<file path="src/rtl/player_datapath.sv">
// Player-ship datapath: owns the vertical anchor and emits one registered VGA pixel write per cycle.
// Optional boundary status outputs (at_top, at_bottom, bump) are built when PLAYER_DP_BOUND_STATUS_EN is defined.
module player_datapath #(
    parameter logic [7:0] X_POS   = 8'd8,
    parameter logic [6:0] Y_START = 7'd58,
    parameter logic [6:0] Y_MIN   = 7'd0,
    parameter logic [6:0] Y_MAX   = 7'd117
) (
    input  logic       clk,
    input  logic       reset_n,
    input  logic       y_pos_mod,
    input  logic       y_neg_mod,
    input  logic       add_x,
    input  logic [1:0] add_y,
    input  logic [2:0] colour_in,
    input  logic       write_en,
    output logic [7:0] x_out,
    output logic [6:0] y_out,
    output logic [2:0] colour_out,
    output logic       plot,
    output logic [6:0] player_y
`ifdef PLAYER_DP_BOUND_STATUS_EN
    ,
    output logic       at_top,
    output logic       at_bottom,
    output logic       bump
`endif
);

    // One-row step toward the requested direction, held at the legal limits.
    function automatic logic [6:0] clamp_move(input logic [6:0] y,
                                              input logic       up,
                                              input logic       down);
        logic [6:0] r;
        r = y;
        if (up && !down && (y > Y_MIN))
            r = y - 7'd1;
        else if (down && !up && (y < Y_MAX))
            r = y + 7'd1;
        return r;
    endfunction

    // Row offset 3 does not exist in the sprite; fold it onto the last row.
    function automatic logic [1:0] sat_row(input logic [1:0] row);
        return (row == 2'd3) ? 2'd2 : row;
    endfunction

    function automatic logic move_blocked(input logic [6:0] y,
                                          input logic       up,
                                          input logic       down);
        return (up && !down && (y == Y_MIN)) || (down && !up && (y == Y_MAX));
    endfunction

    logic [6:0] anchor_y_p1;
    logic [6:0] next_y_p0;
    logic [7:0] x_p1;
    logic [6:0] y_p1;
    logic [2:0] colour_p1;
    logic       vld_p1;

    // ---- stage p0: strobes in, anchor and pixel address resolved combinationally
    always_comb begin
        next_y_p0 = clamp_move(anchor_y_p1, y_pos_mod, y_neg_mod);
    end

    // ---- stage p1: registered anchor and pixel write
    always_ff @(posedge clk) begin
        if (!reset_n) begin
            anchor_y_p1 <= Y_START;
            x_p1        <= 8'd0;
            y_p1        <= 7'd0;
            colour_p1   <= 3'd0;
            vld_p1      <= 1'b0;
        end else begin
            anchor_y_p1 <= next_y_p0;
            x_p1        <= X_POS + {7'd0, add_x};
            y_p1        <= next_y_p0 + {5'd0, sat_row(add_y)};
            colour_p1   <= colour_in;
            vld_p1      <= write_en;
        end
    end

    assign x_out      = x_p1;
    assign y_out      = y_p1;
    assign colour_out = colour_p1;
    assign plot       = vld_p1;
    assign player_y   = anchor_y_p1;

`ifdef PLAYER_DP_BOUND_STATUS_EN
    logic at_top_p1;
    logic at_bottom_p1;
    logic bump_p1;

    always_ff @(posedge clk) begin
        if (!reset_n) begin
            at_top_p1    <= (Y_START == Y_MIN);
            at_bottom_p1 <= (Y_START == Y_MAX);
            bump_p1      <= 1'b0;
        end else begin
            at_top_p1    <= (next_y_p0 == Y_MIN);
            at_bottom_p1 <= (next_y_p0 == Y_MAX);
            bump_p1      <= move_blocked(anchor_y_p1, y_pos_mod, y_neg_mod);
        end
    end

    assign at_top    = at_top_p1;
    assign at_bottom = at_bottom_p1;
    assign bump      = bump_p1;
`endif

endmodule
</file>
<file path="config.mk">
export PLATFORM = sky130hd
export DESIGN_NAME = player_datapath
export DESIGN_NICKNAME = d
export VERILOG_FILES = /design/src/rtl/player_datapath.sv
export SDC_FILE = /design/constraint.sdc
export NUM_CORES = 1
export LEC_CHECK = 0
export CELL_PAD_IN_SITES_DETAIL_PLACEMENT = 0
export CELL_PAD_IN_SITES_GLOBAL_PLACEMENT = 1
export CORE_MARGIN = 5
export CORE_UTILIZATION = 30
export CTS_BUF_LIST = sky130_fd_sc_hd__clkbuf_4 sky130_fd_sc_hd__clkbuf_8
export DETAILED_ROUTE_END_ITERATION = 8
export GPL_TIMING_DRIVEN = 0
export PLACE_DENSITY = 0.75
export SLEW_MARGIN = 0
export SYNTH_ARGS = -nofsm -noshare
export SYNTH_HDL_FRONTEND = slang
export SYNTH_SLANG_ARGS = --single-unit
</file>
<file path="constraint.sdc">
create_clock -name clk -period 3.3 [get_ports clk]
set_clock_uncertainty 0.2 [all_clocks]
set_input_delay 0.66 -clock clk [delete_from_list [all_inputs] [get_ports clk]]
set_output_delay 0.66 -clock clk [all_outputs]
set_load 0.1 [all_outputs]
</file>
### After elaboration in Yosys (flattened, before gate mapping)

Index checks and enable logic that the tools add are counted.

* bits in registers: 26
* input port bits: 11
* output and inout port bits: 26
* logic and storage cells: 21

* add/sub/neg operators: 4
* magnitude comparators: 2
* eq/ne operators: 1
* mux-type cells: 3
* reduce and logical (&&, ||, !) cells: 6

Operator list (count)
* $mux 7: 2
* $add 7x1->7 const B: 1
* $add 7x2->7: 1
* $gt 7x1->1 const B: 1
* $lt 7x7->1 const B: 1
* $sub 7x1->7 const B: 1
* $add 4x1->5 const A: 1
* $logic_and 1x1->1: 4
* $eq 2x2->1 const B: 1
* $logic_not 1->1: 2
* $mux 2: 1

### Logic depth before layout (Yosys ltp)

Gate-level depths: netlist of the first run.

* depth in word-level cells: 6
* gate-level depth with buffers: 14

### Least setup slack after synthesis of the first run

Ideal clock, no wire load.

* kind: reg-to-reg
* start point: register anchor_y_p1[0], in the netlist player_y[0]
* end point: register y_p1[6], in the netlist y_out[6]
* setup time: 0.121 ns
* arrival: 3.606 ns
* required time: 2.979 ns
* setup slack: -0.627 ns
* stages on the path, launching flop included: 14
* buffers on the path: 0
* cells stage by stage: dfxtp_1 -> inv_1 -> ha_1 -> nor3b_1 -> a21boi_0 -> nand2b_1 -> xnor2_1 -> ha_1 -> inv_1 -> fa_1 -> nor4b_1 -> o211a_1 -> nand3_2 -> mux2_4

* cells in the longest elaborated chain, start to end: 5
* elaborated cells between the ends (all ways): 9
* classes of those cells: 3 x add/sub; 2 x order compare; 2 x mux; 2 x reduce/logical

Ends and longest elaborated chain
* start: declaration: RTL line 54 `logic [6:0] anchor_y_p1;`
* start signal: assignment: RTL line 75 `anchor_y_p1 <= next_y_p0;`
* $lt 7x7->1: RTL line 38 `else if (down && !up && (y < Y_MAX))`
* $logic_and 1x1->1: RTL line 38
* $mux 7: RTL line 38
* $mux 7 (*): RTL line 36 `if (up && !down && (y > Y_MIN))`
* named net next_y_p0[0]: RTL line 55 `logic [6:0] next_y_p0;`
* $add 7x2->7 (*): RTL line 77 `y_p1 <= next_y_p0 + {5'd0, sat_row(add_y)};`
* end signal: assignment: RTL line 77
* end: declaration: RTL line 57 `logic [6:0] y_p1;`

Mark *: on every way through the listed nets, which the timed path passes. The rest lies on a longest branch.
A chain may end at the register's enable or synchronous reset.

### Final worst setup path of the first run

Ends and elaborated chain as after synthesis.

==> qor.yml, run 1 <==
routing:
  drcViolationCount: 0
  first_iter_violations: 14
  vias: 912
  drt_wl_total_um: 2310
  routedWlPerCell_um: 11.3
  avgViaCountPerCell: 4.45
  first_pass_iters: 4
  detail-route-antenna-nets: 0
floorplan:
  die-area_um2: 4960
  core-area_um2: 3610
  die_h_um: 70.4
  die_x_um: 70.4
  placementRows: 22
  start_util: 0.304
  ios: 37
cts:
  cts_htree_levels: 1
  cts_tree: "yes"
  cts_sinks: 20
  cts_buffer_depth: 2
  hold_buffers: 0
  numCtsBuffers: 3
  clk_latency_ns: 0.25
  clockRootBuffer: "clkbuf_8"
  cts.clk_slew.worst_paths_ns: 0.07
sta:
  max_freq_mhz: 318
  fin_crit_ns: 3.14
  finalSetupViolations: 0
  hold_violations: 0
  report.final.slew_viol_count: 0
  worstMarginPinSlew_ns: 0.968
  rsz0062_at_grt: "no"
  min_period_over_period: 0.952
  slew_headroom: 0.352
cells_and_area:
  diodes: 0
  nNetsFinal: 174
  drive_gt1_frac: 0.261
  final_core_util: 0.449
  stdcell_count: 205
  finalInstanceArea_um2: 1620
  n_fill_cell: 342
  syn_to_final_growth_pct: 47.6
setup_path:
  arrival_ns: 3.09
  cp_slowest_stage_delay_ns: 0.36
  crit_buf_inv: 2
  end_kind: "flip-flop"
  worst_setup_path_start_kind: "flip-flop"
  r2r_slack_ns: 0.16
  crit_slowest_cell: "dfxtp_4"
  path_max_fanout: 6
  critical_path.cell_chain: "inv_1, ha_2, nor3b_4, a21boi_4, nand2b_4, xnor2_2, ha_2, inv_1, fa_2, nor4b_2, o211a_1, nand3_2, mux2_4"
  cp.required_ns: 3.24
  cp_top_family: "adder cells"
  worst-setup-path-type: "flip-flop to flip-flop"
pwr:
  leakagePower_nw: 0.679
  vdd_drop_max_v: 0.000181
  powerDensity_nw_per_um2: 464
yosys:
  synth_edf_count: 0
  synthFlopType: "dfxtp_1"
  synth.distinct_cells: 44
  synth_largest_area_cell: "dfxtp_1"
  synth.avg_cell_area_um2: 9.45
  synth_common_cells: "dfxtp_1, and2_1, inv_1"
  synth.top_cell.area_share: 0.365
  postSynthCellCount: 116
  synthTopCellsByArea: "dfxtp_1, and2_1, ha_1"
  seq_area_frac_synth: 0.365
  ys_async_sr_fraction: 0
  netlist_area_um2: 1100
  ys_ff_latch: 20
  synth_warnings: 0
  yosysMostFrequentCell: "dfxtp_1"
placed_design:
  gp_congestion: 0.867
  numPlacedInstances: 199
  port_buffers: 30
  dp_hpwl_um: 1870
  post_dp_cell_area_um2: 1500
flow_run:
  max-cap-violations: 0
grt:
  grt.overflow.total: 0
  grt_pass1_wl_um: 3750
  antenna_found_initial: 0
  grt_usage: 0.0936
  grt_max_degree: 12
  grt_pass1_vias: 887
min_path:
  hold_path_class: "flip-flop to flip-flop"
outcome:
  status: "finished, final reports clean"
-- placed cells by master (no fill, tap or decap), drive strengths merged, types with 2 or more instances in the layout --
master and count:
clkbuf 6, conb 6, nand2b 3, nor3b 2, inv 7, nor3 2, nand3 5, nor2 3
clkdlybuf4s50 28, nor2b 5, o21ai 2, and2 10, xor2 2, buf 10, dfxtp 20, xnor2 5
and3 5, nand2 5, dlygate4sd2 2, a21oi 3, o21a 3, ha 4
-- cell type report --
type	instances	area [um^2]	share of cell area
Tap cell	48	60.1	0.0371
Clock buffer	3	41.3	0.0255
Clock inverter	1	3.75	0.00232
Inverter	7	26.3	0.0162
Timing Repair Buffer	32	313	0.193
Sequential cell	20	414	0.256
Multi-Input combinational cell	83	686	0.424
Buffer	11	73.8	0.0456
-- report_power, final --
| group | switching [mW] | internal [mW] | leakage [nW] |
|---|---|---|---|
| sequential | 0.0104 | 0.262 | 0.166 |
| clock | 0.0729 | 0.0826 | 0.0231 |
| combinational | 0.228 | 0.0945 | 0.490 |
| total | 0.311 | 0.439 | 0.679 |
-- worst paths after layout --
kind,cells after the start,startpoint,end
worst min register to register,2,player_y[6],player_y[6]
worst max-delay path,13,player_y[0],y_out[6]
worst min-delay path,2,player_y[6],player_y[6]
worst max register to register,13,player_y[0],y_out[6]
-- state kept, by name, indices dropped and copies added (netlist names) --
name,flops
player_y,7
y_out,7
colour_out,3
x_out,2
plot,1
-- cells by family after synthesis --
group / Yosys count / share of synthesized area
simple gates: 48 / 0.285
flops: 20 / 0.365
xor+xnor: 7 / 0.0559
compound gates: 15 / 0.112
buf+inv: 18 / 0.0913
other cells: 1 / 0.00342
mux: 2 / 0.0228
fa+ha+maj: 5 / 0.0639
-- metal layers --
metal | track usage | part of all wire | up-vias
li1 | - | - | 467
met1 | 0.0984 | 0.41 | 403
met2 | 0.163 | 0.50 | 33
met3 | 0.0230 | 0.060 | 9
met4 | 0.0617 | 0.030 | 0
met5 | 0 | 0 | -
-- stage by stage --
step	power, mW	TNS [ns]	hold WS (ns)	setup WS (ns)
2_1_floorplan	0.525	0	0.488	0.00801
3_3_place_gp	0.588	-0.989	0.430	-0.565
3_5_place_dp	0.592	-1.33	0.429	-0.646
4_1_cts	0.756	0	0.451	0.0774
5_1_grt	0.783	0	0.499	0.00662
6_report	0.751	0	0.456	0.157
-- what timing repair did --
item | in CTS | in global routing
resized for setup | 12 | 4
endpoints found under the hold margin | 0 | 0
cloned | 0 | 0
endpoints found under the setup margin | 2 | 2
pin swaps | 3 | 0
setup buffers | 2 | 0
-- worst reg2reg max path, delay by kind of cell, from the launching register on --
kind | cells | cell delay (ns)
and+or+nand+nor | 4 | 0.77
buffers and inverters | 2 | 0.16
DFF | 1 | 0.36
muxes | 1 | 0.30
AOI/OAI and AO/OA | 2 | 0.30
xor gates and xnor gates | 1 | 0.15
adders and majority gates | 3 | 0.79
(Power assumes the default switching activity.)
==> run 2: changes to the inputs <==
- GPL_TIMING_DRIVEN: 0 -> 1
- HOLD_SLACK_MARGIN: not set -> 0.05
==> qor.yml, run 2 (same netlist as run 1, synthesis figures left out) <==
grt:
  grt_pass1_vias: 944  # +6.4%
  antenna_found_initial: 0  # unchanged
  grt_max_degree: 12  # unchanged
  grt.overflow.total: 0  # unchanged
  grt_pass1_wl_um: 4110  # +9.6%
  grt_usage: 0.103  # +0.00968
pwr:
  p_comb_frac: 0.418  # -0.012
  clkPwrFrac: 0.234  # +0.027
  vdd_drop_max_v: 0.000156  # -14%
  p_seq_frac: 0.349  # -0.014
  p_total_mw: 0.780  # +3.9%
  p_sw_mw: 0.317  # +1.9%
  p_int_mw: 0.463  # +5.3%
  powerDensity_nw_per_um2: 488  # +5.2%
  switching_share: 0.407  # -0.00807
  leakagePower_nw: 0.735  # +8.3%
setup_path:
  path_max_fanout: 3  # -3
  worst-setup-path-type: "flip-flop to flip-flop"
  cp_slowest_stage_delay_ns: 0.42  # +0.06 ns
  ff2ff_path_depth: 13  # unchanged
  worstReg2RegStart: "player_y[0]"
  worst_setup_path_start_kind: "flip-flop"
  r2r_slack_ns: 0.25  # +0.09 ns
  cp.required_ns: 3.25  # about the same
  end_kind: "flip-flop"
  crit_top_cell: "ha_2"
  crit_buf_inv: 2  # unchanged
  cp_top_family: "adder cells"
  critical_path.cell_chain: "inv_2, ha_2, nor3b_4, a21boi_4, nand2b_4, xnor2_2, ha_2, inv_1, fa_2, nor4b_4, o211a_1, nand3_2, mux2_4"
  arrival_ns: 3.00  # -0.09 ns
  rr_endpoint: "y_out[6]"
  crit_slowest_cell: "fa_2"
floorplan:
  ios: 37  # unchanged
  start_util: 0.304  # unchanged
  die_h_um: 70.4  # unchanged
  die_x_um: 70.4  # unchanged
  placementRows: 22  # unchanged
  core-area_um2: 3610  # unchanged
  die-area_um2: 4960  # unchanged
routing:
  routed-wl-met2_um: 1150  # -1.3%
  route.met3.wl_um: 141  # +1.4%
  avgViaCountPerCell: 4.45  # +0.11%
  first_pass_iters: 2  # -2
  first_iter_violations: 46  # +32
  detail-route-antenna-nets: 0  # unchanged
  drcViolationCount: 0  # unchanged
  drt_wl_total_um: 2410  # +4.4%
  routedWlPerCell_um: 11.8  # +4.4%
  highest_layer: "met4"
  drt-met1-wl_um: 1070  # +15%
  vias: 913  # +0.11%
sta:
  max_freq_mhz: 328  # +3.0%
  fin_crit_ns: 3.05  # -0.0922 ns
  hold_violations: 0  # unchanged
  whs_ns: 0.450  # -0.00520 ns
  finalSetupViolations: 0  # unchanged
  report.final.slew_viol_count: 0  # unchanged
  min_period_over_period: 0.924  # -0.0279
  rsz0062_at_grt: "no"
min_path:
  hold_start: "player_y[4]"
  whs_endpoint: "player_y[4]"
  hold_path_class: "flip-flop to flip-flop"
  holdPathStages: 2  # unchanged
cts:
  numCtsBuffers: 3  # unchanged
  hold_buffers: 0  # unchanged
  clk_latency_ns: 0.25  # about the same
  cts.clk_slew.worst_paths_ns: 0.07  # about the same
  clockRootBuffer: "clkbuf_8"
  cts_tree: "yes"
  cts_buffer_depth: 2  # unchanged
  cts_sinks: 20  # unchanged
  post_cts_buffers: 0  # -2
  cts_htree_levels: 1  # unchanged
cells_and_area:
  stdcell_count: 205  # unchanged
  diodes: 0  # unchanged
  drive_gt1_frac: 0.414  # +0.153
  finalInstanceArea_um2: 1600  # -1.2%
  n_fill_cell: 362  # +5.8%
  final_common_cell: "buf_4"
  layout_common_cells: "buf_4, dfxtp_1, and2_1, clkdlybuf4s50_1"
  nNetsFinal: 174  # unchanged
  final_core_util: 0.443  # -0.00555
  syn_to_final_growth_pct: 45.8
flow_run:
  max-cap-violations: 0  # unchanged
placed_design:
  dp_hpwl_um: 1920  # +2.6%
  port_buffers: 30  # unchanged
  post_dp_cell_area_um2: 1470  # -1.8%
  numPlacedInstances: 201  # +1.0%
  gp_congestion: 0.764  # -12%
outcome:
  status: "finished, final reports clean"
## run 2: cell count changes in the layout (fill, tap and decap cells not counted), sizes merged
cell,before,now
buf,10,33
clkbuf,6,4
clkdlybuf4s50,28,8
clkinv,1,0
dlygate4sd2,2,0
dlymetal6s2s,0,2
## run 2: repair_timing
action | in CTS | in global routing
pin swaps | 2 | 4
gates cloned | 0 | 0
setup endpoints to repair | 2 | 4
endpoints found under the hold margin | 0 | 0
resized for setup | 5 | 12
## run 2: worst register-to-register path, delay by kind of cell, from the launching register on
kind | cells | cell delay (ns)
AO/OA/AOI/OAI | 2 | 0.30
XOR/XNOR | 1 | 0.15
adder cells (fa/ha/maj) | 3 | 0.82
buffers and inverters | 2 | 0.14
flip-flops | 1 | 0.35
multiplexers | 1 | 0.31
AND/OR/NAND/NOR | 4 | 0.69
## run 2: power by group through the flow
stage          Combinational (mW)  Sequential (mW)  Clock [mW]
3_3_place_gp                0.315            0.276           0
4_1_cts                     0.321            0.271       0.188
3_5_place_dp                0.317            0.277           0
6_report                    0.326            0.272       0.182
5_1_grt                     0.345            0.274       0.198
2_1_floorplan               0.106            0.419           0
## run 2: through the flow
| step | setup TNS, ns | worst slack (ns) |
|---|---|---|
| CTS | 0 | 0.0143 |
| detailed placement | -0.740 | -0.396 |
| global route | 0 | 0.0560 |
| finish | 0 | 0.249 |
| floorplan | 0 | 0.00801 |
| global placement | -0.658 | -0.346 |
## run 2: final cells by class
class                           count  area (um^2)  area share
Multi-Input combinational cell     83          689       0.431
Sequential cell                    20          414       0.259
Timing Repair Buffer               43          353       0.221
Tap cell                           48         60.1      0.0376
Clock buffer                        4         55.1      0.0345
Inverter                            7         26.3      0.0164
## run 2: how the worst max path moves through the flow
stage	endpoint	cells after the start	from	slack, ns
global placement	y_out[6]	12	y_pos_mod	-0.35
floorplan	y_out[6]	13	player_y[0]	0.008
finish	y_out[6]	13	player_y[0]	0.25
detailed placement	y_out[6]	12	y_pos_mod	-0.40
CTS	y_out[6]	12	y_pos_mod	0.01
global route	y_out[6]	13	player_y[0]	0.06
## run 2: metal layers
layer | up-vias | track usage
li1 | 469 | -
met1 | 414 | 0.120
met2 | 24 | 0.169
met3 | 6 | 0.0216
met4 | 0 | 0.0681
met5 | - | 0
==> run 3: changes to the inputs <==
- ABC_AREA: not set -> 1
- CORE_UTILIZATION: 30 -> 29
- PLACE_DENSITY: 0.75 -> 0.76
==> qor.yml, run 3 <==
floorplan:
  die_x_um: 72.9  # +3.5%
  core-area_um2: 3740  # +3.8%
  ios: 37  # unchanged
  start_util: 0.307  # +0.00286
  die-area_um2: 5320  # +7.2%
  placementRows: 22  # unchanged
  die_h_um: 72.9  # +3.5%
pwr:
  powerDensity_nw_per_um2: 506  # +3.6%
  vdd_drop_max_v: 0.000240  # +54%
  switching_share: 0.428  # +0.0216
  leakagePower_nw: 0.837  # +14%
  p_seq_frac: 0.360  # +0.011
  p_sw_mw: 0.325  # +2.6%
  p_comb_frac: 0.400  # -0.018
  clkPwrFrac: 0.240  # +0.006
  p_int_mw: 0.434  # -6.1%
sta:
  report.final.slew_viol_count: 0  # unchanged
  finalSetupTns_ns: 0  # unchanged
  hold_violations: 0  # unchanged
  finalSetupViolations: 0  # unchanged
  min_period_over_period: 0.850  # -0.0749
  max_freq_mhz: 357  # +8.8%
  rsz0062_at_grt: "no"
  fin_crit_ns: 2.80  # -0.247 ns
yosys:
  synth.avg_cell_area_um2: 6.92  # -27%
  synth.distinct_cells: 23  # -48%
  ys_ff_latch: 20  # unchanged
  synthTopCellsByArea: "dfxtp_1, nand2_1, inv_1"
  synthFlopType: "dfxtp_1"
  synth_common_cells: "nand2_1, inv_1, dfxtp_1"
  netlist_area_um2: 1150  # +4.8%
  synth.top_cell.area_share: 0.349  # -0.0167
  yosysMostFrequentCell: "nand2_1"
  synth_largest_area_cell: "dfxtp_1"
  synth_warnings: 0  # unchanged
  ys_async_sr_fraction: 0  # unchanged
  seq_area_frac_synth: 0.349  # -0.0167
  postSynthCellCount: 166  # +43%
  synth_edf_count: 0  # unchanged
setup_path:
  path_max_fanout: 4  # +1
  worst-setup-path-type: "primary input to flip-flop"
  cp.required_ns: 3.26  # about the same
  end_kind: "flip-flop"
  worst_setup_path_start_kind: "primary input"
  arrival_ns: 2.76  # -0.24 ns
cells_and_area:
  layout_common_cells: "nand2_1, inv_1, buf_4, dfxtp_1, nor2_1"
  stdcell_count: 248  # +21%
  final_common_cell: "nand2_1"
  drive_gt1_frac: 0.240  # -0.174
  n_fill_cell: 412  # +14%
  diodes: 0  # unchanged
  nNetsFinal: 217  # +25%
  final_core_util: 0.401  # -0.0417
  syn_to_final_growth_pct: 30.8
cts:
  hold_buffers: 0  # unchanged
  post_cts_resized: 0  # -5
  cts_buffer_depth: 2  # unchanged
  cts_sinks: 20  # unchanged
  numCtsBuffers: 3  # unchanged
  clk_latency_ns: 0.25  # about the same
  clockRootBuffer: "clkbuf_8"
  post_cts_buffers: 0  # unchanged
  cts_htree_levels: 1  # unchanged
  cts.clk_slew.worst_paths_ns: 0.07  # about the same
  cts_tree: "yes"
routing:
  first_pass_iters: 4  # +2
  detail-route-antenna-nets: 0  # unchanged
  routedWlPerCell_um: 9.80  # -17%
  avgViaCountPerCell: 4.20  # -5.7%
  drcViolationCount: 0  # unchanged
  first_iter_violations: 60  # +30%
  vias: 1042  # +14%
  drt_wl_total_um: 2430  # +0.83%
grt:
  grt_pass1_wl_um: 4040  # -1.7%
  antenna_found_initial: 0  # unchanged
  grt_usage: 0.0969  # -0.00636
  grt.overflow.total: 0  # unchanged
  grt_pass1_vias: 1009  # +6.9%
  grt_max_degree: 16  # +4
placed_design:
  dp_hpwl_um: 1990  # +3.4%
  numPlacedInstances: 244  # +21%
  port_buffers: 30  # unchanged
  gp_congestion: 0.833  # +8.9%
flow_run:
  max-cap-violations: 0  # unchanged
min_path:
  hold_path_class: "flip-flop to flip-flop"
outcome:
  status: "finished, final reports clean"
-- run 3: cell types whose count changed in the layout (fill, tap and decap cells not counted), moves of 9 or more --
cell	change
nand2_1	+36
nor2_1	+13
and2_1	-10
buf_4	-10
nand3_1	+9
inv_1	+21
-- run 3: power by group through the flow --
stage / registers, mW / logic (mW) / clock network (mW)
after floorplan: 0.419 / 0.107 / 0
after global placement: 0.279 / 0.306 / 0
after detailed placement: 0.279 / 0.305 / 0
after CTS: 0.274 / 0.306 / 0.191
after global routing: 0.276 / 0.322 / 0.200
final: 0.274 / 0.304 / 0.182
-- run 3: critical path: stages --
cell and delay, ns:
clkdlybuf4s50_1 0.48, inv_1 0.04, nor2_1 0.16, nand2_2 0.12, nand2_1 0.11, xor2_1 0.09
inv_1 0.06, ha_1 0.16, inv_1 0.05, fa_1 0.37, inv_1 0.10, nand2_4 0.06
nor2_4 0.11, nand3_1 0.08, nand2_1 0.07, inv_1 0.03
-- run 3: cells by family after synthesis --
kind of cell | synth area share
AO/OA/AOI/OAI | 0.0523
AND/OR/NAND/NOR | 0.373
adder cells (fa/ha/maj) | 0.0610
XOR/XNOR | 0.0153
buffers and inverters | 0.147
other | 0.00326
flip-flops | 0.349
-- run 3: metal layers --
| layer | global-route usage | part of all wire |
|---|---|---|
| met1 | 0.112 | 0.46 |
| met2 | 0.162 | 0.46 |
| met3 | 0.0303 | 0.072 |
| met4 | 0.0451 | 0.0091 |
| met5 | 0 | 0 |
-- run 3: final timing paths --
path,from,to,slack [ns],cells past startpoint
setup reg to reg,player_y[0],y_out[6],0.55,18
hold reg to reg,player_y[5],player_y[5],0.41,3
hold / removal,player_y[5],player_y[5],0.41,3
setup / recovery,y_pos_mod,y_out[6],0.50,16
-- run 3: final cells by class --
class                   instances  area, um^2  share of cell area
clock buffers                   4        55.1              0.0366
flip-flops and latches         20         400               0.266
multi-input cells             112         598               0.398
well taps                      48        60.1              0.0400
repair buffers                 33         273               0.182
inverters                      31         116              0.0774
-- run 3: through the flow --
step / instance area (um^2) / power, mW / worst slack (ns) / hold WS [ns]
global placement: 1450 / 0.585 / 0.267 / 0.399
finish: 1500 / 0.760 / 0.496 / 0.415
floorplan: 1170 / 0.526 / 0.0417 / 0.488
CTS: 1500 / 0.771 / 0.475 / 0.416
detailed placement: 1450 / 0.585 / 0.213 / 0.396
global route: 1500 / 0.799 / 0.238 / 0.463
